**config.mk**
```make
export PLATFORM = sky130hd
export DESIGN_NAME = comp_meas_seq
export DESIGN_NICKNAME = d
export VERILOG_FILES = /design/src/rtl/comp_meas_pkg.sv /design/src/rtl/comp_meas_seq_sync2.sv /design/src/rtl/comp_meas_seq.sv
export SDC_FILE = /design/constraint.sdc
export NUM_CORES = 1
export LEC_CHECK = 0
export BUFFER_PORTS_ARGS = -buffer_cell sky130_fd_sc_hd__buf_4
export CAP_MARGIN = 20
export CORE_MARGIN = 2
export CORE_UTILIZATION = 56
export CTS_CLUSTER_DIAMETER = 30
export CTS_CLUSTER_SIZE = 30
export DETAILED_ROUTE_END_ITERATION = 10
export PLACE_DENSITY = 0.77
export SLEW_MARGIN = 20
export SYNTH_ARGS = -nofsm -noshare
export SYNTH_HDL_FRONTEND = slang
export SYNTH_HIERARCHICAL = 1
export SYNTH_SLANG_ARGS = --single-unit
```
**constraint.sdc**
```tcl
create_clock -name clk -period 2.1 [get_ports clk]
set_clock_uncertainty 0.1 [all_clocks]
set_input_delay 0.105 -clock clk [delete_from_list [all_inputs] [get_ports clk]]
set_output_delay 0.105 -clock clk [all_outputs]
set_load 0.03 [all_outputs]
```
**src/rtl/comp_meas_pkg.sv**
```systemverilog
// Shared types and defaults for the comparator measurement sequencer.
package comp_meas_pkg;

    typedef enum logic [1:0] {
        IDLE   = 2'd0,
        SETTLE = 2'd1,
        SAMPLE = 2'd2,
        DONE   = 2'd3
    } meas_state_t;

    localparam int DEF_SETTLE_CYC = 16;
    localparam int DEF_SAMPLES    = 8;

endpackage

```
**src/rtl/comp_meas_seq_sync2.sv**
```systemverilog
// Two-flop synchronizer for a single asynchronous level into the clk domain.
module sync2 (
    input  logic clk,
    input  logic rst,
    input  logic d,
    output logic q
);

    logic meta;

    // Plain two-stage chain; both stages clear on reset.
    always_ff @(posedge clk) begin
        if (rst) begin
            meta <= 1'b0;
            q    <= 1'b0;
        end else begin
            meta <= d;
            q    <= meta;
        end
    end

endmodule

```
**src/rtl/comp_meas_seq.sv**
```systemverilog
// Comparator/inverter measurement sequencer: enable the analog cell, wait for
// it to settle, take a burst of synchronized samples, count the ones and hand
// the count plus a majority decision out over valid/ready.
//
// state  | meaning
// IDLE   | cell off, waiting for start
// SETTLE | cell enabled, waiting SETTLE_CYC cycles
// SAMPLE | cell enabled, accumulating one synchronized bit per cycle
// DONE   | result presented, waiting for res_ready
module comp_meas_seq
    import comp_meas_pkg::*;
#(
    parameter int SETTLE_CYC = DEF_SETTLE_CYC,
    parameter int SAMPLES    = DEF_SAMPLES
) (
    input  logic                         clk,
    input  logic                         rst,
    input  logic                         start,
    input  logic                         comp_in,
    output logic                         comp_en,
    output logic                         busy,
    output logic                         res_valid,
    input  logic                         res_ready,
    output logic [$clog2(SAMPLES+1)-1:0] res_ones,
    output logic                         res_major,
    output logic                         start_drop
);

    localparam int CW = $clog2(SAMPLES + 1);

    meas_state_t   state;
    meas_state_t   state_nxt;
    logic [7:0]    cnt;
    logic [CW-1:0] acc;
    logic [CW-1:0] acc_inc;
    logic [CW:0]   acc_dbl;
    logic          comp_sync;
    logic          settle_tc;
    logic          sample_tc;

    sync2 u_sync (
        .clk (clk),
        .rst (rst),
        .d   (comp_in),
        .q   (comp_sync)
    );

    // acc_inc is the count including the current sample; doubling it lets the
    // majority test stay integer (tie -> 0).
    assign acc_inc   = acc + CW'(comp_sync);
    assign acc_dbl   = {acc_inc, 1'b0};
    assign settle_tc = (cnt == 8'(SETTLE_CYC - 1));
    assign sample_tc = (cnt == 8'(SAMPLES - 1));

    // State register.
    always_ff @(posedge clk) begin
        if (rst) begin
            state <= IDLE;
        end else begin
            state <= state_nxt;
        end
    end

    // Next-state and Moore outputs.
    always_comb begin
        state_nxt = state;
        comp_en   = 1'b0;
        busy      = 1'b1;
        res_valid = 1'b0;
        case (state)
            IDLE: begin
                busy = 1'b0;
                if (start) begin
                    state_nxt = SETTLE;
                end
            end
            SETTLE: begin
                comp_en = 1'b1;
                if (settle_tc) begin
                    state_nxt = SAMPLE;
                end
            end
            SAMPLE: begin
                comp_en = 1'b1;
                if (sample_tc) begin
                    state_nxt = DONE;
                end
            end
            DONE: begin
                res_valid = 1'b1;
                if (res_ready) begin
                    state_nxt = IDLE;
                end
            end
            default: begin
                state_nxt = IDLE;
            end
        endcase
    end

    // Phase counter, ones accumulator, result registers and the dropped-start
    // flag. The counter is shared: it restarts at 0 on entry to each timed phase.
    always_ff @(posedge clk) begin
        if (rst) begin
            cnt        <= '0;
            acc        <= '0;
            res_ones   <= '0;
            res_major  <= 1'b0;
            start_drop <= 1'b0;
        end else begin
            case (state)
                IDLE: begin
                    if (start) begin
                        cnt        <= '0;
                        acc        <= '0;
                        start_drop <= 1'b0;
                    end
                end
                SETTLE: begin
                    cnt <= settle_tc ? 8'd0 : cnt + 8'd1;
                end
                SAMPLE: begin
                    acc <= acc_inc;
                    cnt <= cnt + 8'd1;
                    if (sample_tc) begin
                        res_ones  <= acc_inc;
                        res_major <= (acc_dbl > (CW+1)'(SAMPLES));
                    end
                end
                default: begin
                end
            endcase
            if (start && (state != IDLE)) begin
                start_drop <= 1'b1;
            end
        end
    end

endmodule

```
# Word-level counts from Yosys, hierarchy flattened
# Cells that the tools add are included.
[op_classes] eq_ne=9 n_mul=0 n_addsub=2 n_bitwise=0 order_cmp=1 reduce_logical=13 div=0 shifts=0 n_mux=16
[op_table] op="one-hot mux 8 bit (3 select lines)" count=1
[op_table] op="two-way mux 8 bit" count=2
[op_table] op="adder 8 x 1 -> 8 bit (second input constant)" count=1
[op_table] op="equality test 8 x 3 -> 1 bit (second input constant)" count=1
[op_table] op="equality test 8 x 4 -> 1 bit (second input constant)" count=1
[op_table] op="two-way mux 2 bit" count=4
[op_table] op="!= test 2 bit (second input constant)" count=4
[op_table] op="one-hot mux 2 bit (4 select lines)" count=1
[op_table] op="one-hot mux 4 bit (2 select lines)" count=1
[op_table] op="AND reduction 2 bit" count=4
[op_table] op="nonzero test 2 bit" count=4
[op_table] op="two-way mux 1 bit" count=6
[op_table] op="> comparator 5 x 4 -> 1 bit (second input constant)" count=1
[op_table] op="adder 4 x 1 -> 4 bit" count=1
[op_table] op="equality test 2 bit (second input constant)" count=2
[op_table] op="two-way mux 4 bit" count=1
[op_table] op="AND reduction 4 bit" count=1
[op_table] op="nonzero test 3 bit" count=1
[op_table] op="equality test 2 x 1 -> 1 bit (second input constant)" count=1
[op_table] op="logical NOT 2 bit" count=1
[op_table] op="OR reduction 2 bit" count=1
[op_table] op="logical AND 1 bit" count=1
[totals] mem_bits_rw=0 wordCells=49 out_inout_bits=9 reg_bits=22 memories=0 in_bits=5 latch_bits=0 romBits=0

# Longest topological paths before layout
[logic_depth] ltp_word=4 depth_mapped=7 ltp_nobuf=6

# Hierarchy
# Netlist, hierarchy kept.
[modules_own_cells] mod="comp_meas_seq" seq_area_each_um2=400.4 cells_each=122 instances=1 area_per_inst_um2=1091.0
[modules_own_cells] mod="sync2" seq_area_each_um2=40.0 cells_each=4 instances=1 area_per_inst_um2=52.6

# Least setup slack after synthesis
# No wires, ideal clock.
[synth_timing] kind="register to register" start="register state[0]" end="register cnt[5]" setup_time_ns=0.075 arrival_ns=1.970 setup_slack_ns=-0.045 stages_incl_launch_ff=7 n_path_buf=0 path_cell_list="dfxtp_1 > inv_1 > ha_1 > o21ai_0 > a311oi_1 > nand3_1 > a31oi_1"
[synth_between] elab_chain_len=3
[synth_rtl] item="start, declared" line_no="comp_meas_seq.sv:31" text="meas_state_t state;"
[synth_rtl] item="start signal, assigned" line_no="comp_meas_seq.sv:60" text="state <= state_nxt;"
[synth_rtl] item="equality test 2 bit, or another cell as far along" line_no="comp_meas_seq.sv:111" text="case (state)"
[synth_rtl] item="nonzero test 3 bit (no source line) or != test 2 bit (tied branches)"
[synth_rtl] item="AND reduction 2 bit (no source line)"
[synth_rtl] item="end signal, assigned" line_no="comp_meas_seq.sv:120" text="cnt <= settle_tc ? 8'd0 : cnt + 8'd1;"
[synth_rtl] item="end signal, assigned" line_no="comp_meas_seq.sv:124" text="cnt <= cnt + 8'd1;"
[synth_rtl] item="end, declared" line_no="comp_meas_seq.sv:33" text="logic [7:0] cnt;"
# Parallel ways exist; a longest one is shown, timed or not.
# A chain may end at the register's enable or synchronous reset.

# Final worst setup path
[layout_timing] start="register state[0]" end="register res_major"
[layout_between] elab_chain_len=2
[layout_rtl] item="equality test 2 bit" line_no="comp_meas_seq.sv:111"
[layout_rtl] item="AND reduction 2 bit (no source line)"
[layout_rtl] item="end signal, assigned" line_no="comp_meas_seq.sv:127" text="res_major <= (acc_dbl > (CW+1)'(SAMPLES));"
[layout_rtl] item="end, declared" line_no="comp_meas_seq.sv:25" text="output logic res_major,"
# Every way passes these cells.

==> out/metrics.yaml <==
layout:
  fin_area_sq_um: 1400
  syn2layout_area_growth_pct: 22.4
  stdcell_count: 175
  nNetsFinal: 162
  drive_gt1_share_pct: 21.6
  antenna_cells: 0
global_routing:
  grt_max_degree: 22
  antenna_found_initial: 0
  grt_pass1_vias: 1042
  overflow: 0
  grt_pass1_wl_um: 4350
  track_usage_pct: 23.3
clocking:
  clk_path_buf_depth: 2
  cts_buffers: 3
  clk_latency_ns: 0.31
  cts_num_sinks: 22
  tritoncts: "done"
  cts-root-buf: "clkbuf_4"
  clk_pin_slew_ns: 0.12
  h-tree-depth: 1
synth:
  synthCells: 126
  seq_area_frac_synth_pct: 38.5
  synth_warnings: 6
  ys_ff_latch: 22
  synthesis.nets: 139
  synth_cell_type_count: 40
  synth_top_cell_by_area: "dfxtp_1"
  avgSynthCellArea_sq_um: 9.08
  synth_top_cell_area_share_pct: 38.5
  synth_area_sq_um: 1140
  ys_top_cells_by_area: "dfxtp_1 39%, ha_1 8.8%, mux2i_1 5.3%, nor2_1 3.6%, o21ai_0 3.5%"
timing:
  hold_slack_ns: 0.370
  max_clock_freq_ghz: 0.503
  max_slew_margin_pct: 74.0
  finalCritPeriodShare_pct: 94.7
  period_needed_ns: 1.99
  final_max_slew_viol_count: 0
  final-hold-violation-count: 0
  setup_viol: 0
  tightestPinTransition_ns: 0.386
drt:
  num_vias: 1023
  maxUsedRoutingLayer: "met4"
  viasPerCell: 5.85
  wl_met2_um: 1400
  drc_errors: 0
  drt-met1-wl_um: 971
  dr.pass1.iters: 4
  wl_met3_um: 132
  dr.first_iter.drc_count: 40
  antenna_left: 0
  drt-wirelength-per-cell_um: 14.5
  drt_wl_total_um: 2550
worst_setup_path:
  critPathBufInv: 2
  path_max_fanout: 11
  crit_chain: "inv_1 -> ha_2 -> inv_1 -> or4_4 -> a221oi_2"
  start_kind: "flip-flop"
  crit_type: "reg2reg"
  slowest_delay_ns: 0.60
  critPathSlowestCell: "or4_4"
  cpLargestDelayFamily: "simple AND/OR/NAND/NOR gates"
  crit_required_ns: 2.24
  cp-end-kind: "flip-flop"
  rr_worst_depth: 5
  ff2ff_setup_slack_ns: 0.11
  cp.arrival_ns: 2.13
  crit_top_cell: "inv_1"
  timing.rr.start: "state[0]"
  r2r_end: "res_major"
hold_path:
  hp-class: "in2reg"
  min-delay-start: "res_ready"
  hold-path-endpoint: "state[1]"
  whs_path_depth: 4
place:
  hpwl_um: 1730
  portBuffers: 13
  placed_cells: 168
  globalplace.congestion: 0.859
  placed_cell_area_sq_um: 1300
die:
  die_area_sq_um: 2420
  core_area_sq_um: 1940
  chipWidth_um: 49.2
  boundaryPins: 14
  initial_utilization_pct: 58.9
  die_y_um: 49.2
  fp-row-count: 16
power:
  leakage_nw: 0.579
  peakVddDrop_v: 0.00128
  p_per_area_nw_per_um2: 1050
status:
  status: "complete, no violations"
job:
  drv_cap: 0
[cell families (layout without fill, tap and decap cells)]
| family | count (synthesis) | count (layout) | share of synthesized area [%] |
|---|---|---|---|
| AOI/OAI and AO/OA | 29 | 29 | 17.8 |
| xor gates and xnor gates | 2 | 2 | 1.53 |
| adders and majority gates | 8 | 8 | 8.75 |
| buffers and inverters | 11 | 33 | 4.38 |
| DFF | 22 | 22 | 38.5 |
| muxes | 6 | 6 | 5.25 |
| and+or+nand+nor | 48 | 48 | 23.7 |
[per-stage QoR]
| step | power [W] | util (%) | setup TNS [ns] | worst slack, ns |
|---|---|---|---|---|
| floorplan | 0.000884 | - | 0 | 0.0804 |
| global placement | 0.00108 | 67.1 | 0 | 0.143 |
| detailed placement | 0.00109 | 67.1 | 0 | 0.0908 |
| CTS | 0.00143 | 71.3 | 0 | 0.0676 |
| global route | 0.00154 | 72.1 | -0.0153 | -0.0101 |
| finish | 0.00147 | 72.1 | 0 | 0.111 |
[sequential cells by signal, indices dropped and copies added, names as in the netlist]
register     flops
state            2
res_ones         4
res_major        1
acc              4
u_sync/meta      1
start_drop       1
cnt              8
u_sync/q         1
[worst register-to-register path: stages, from the launching register on]
cell,delay [ns]
dfxtp_1,0.35
inv_1,0.14
ha_2,0.31
inv_1,0.12
or4_4,0.60
a221oi_2,0.29
[worst max-delay path by stage]
stage,endpoint,startpoint,slack [ns],cells after the start
3_5_place_dp,res_major,state[0],0.09,6
2_1_floorplan,cnt[5],state[0],0.08,6
6_report,res_major,state[0],0.11,5
5_1_grt,cnt[6],state[0],-0.01,7
3_3_place_gp,res_major,state[0],0.14,6
4_1_cts,res_major,state[0],0.07,5
[layer usage]
layer / GRT usage, % / vias up
met2: 43.5 / 38
met1: 24.4 / 477
met3: 4.29 / 5
met4: 11.9 / 0
li1: - / 503
met5: 0 / -
[synth_stat cells (all sizes together)]
library cell and instances:
o31a 1, nand4 2, a311oi 2, a21boi 1
a31oi 3, o21a 2, nand3b 1, nand2b 1
nor3 2, xnor2 1, o311ai 1, nor4 1
clkbuf 2, and3 2, dfxtp 22, mux2i 6
a22oi 1, nor3b 1, o41a 1, inv 7
nor2b 5, or4 2, a32oi 3, or3 4
ha 8, nand2 8, buf 2, a21oi 4
a221oi 1, and2 1, nor2 12, nand3 5
xor2 1, nand4b 1, o21ai 8, a211oi 1
[report_power, final]
part / switching, W / internal, W / total, W
sequential: 0.0000247 / 0.000447 / 0.000472
clock: 0.000132 / 0.000193 / 0.000325
combinational: 0.000391 / 0.000277 / 0.000668
[cell type report]
type	instances	area, sq um
Multi-Input combinational cell	93	674
Fill cell	170	542
Sequential cell	22	440
Timing Repair Buffer	22	173
Tap cell	27	33.8
Clock inverter	1	30.0
Inverter	7	26.3
Clock buffer	3	22.5
[layout by cell type, fill, tap and decap left out, drive strengths merged, types with 2 or more instances in the layout]
cell type / instances
nand3: 5
o21a: 2
dfxtp: 22
a31oi: 3
nor2: 12
a32oi: 3
nand4: 2
inv: 7
or4: 2
nor2b: 5
dlygate4sd3: 3
mux2i: 6
o21ai: 8
ha: 8
or3: 4
a311oi: 2
nand2: 8
nor3: 2
a21oi: 4
clkbuf: 3
buf: 19
and3: 2
[repair_timing]
| item | in CTS | in global routing |
|---|---|---|
| hold buffers | 3 | 0 |
| endpoints found under the setup margin | 0 | 8 |
| endpoints found under the hold margin | 3 | 0 |
| buffers inserted | 0 | 0 |
| gates resized for setup | 0 | 2 |
Note: power is estimated with default switching activity, not from simulation.
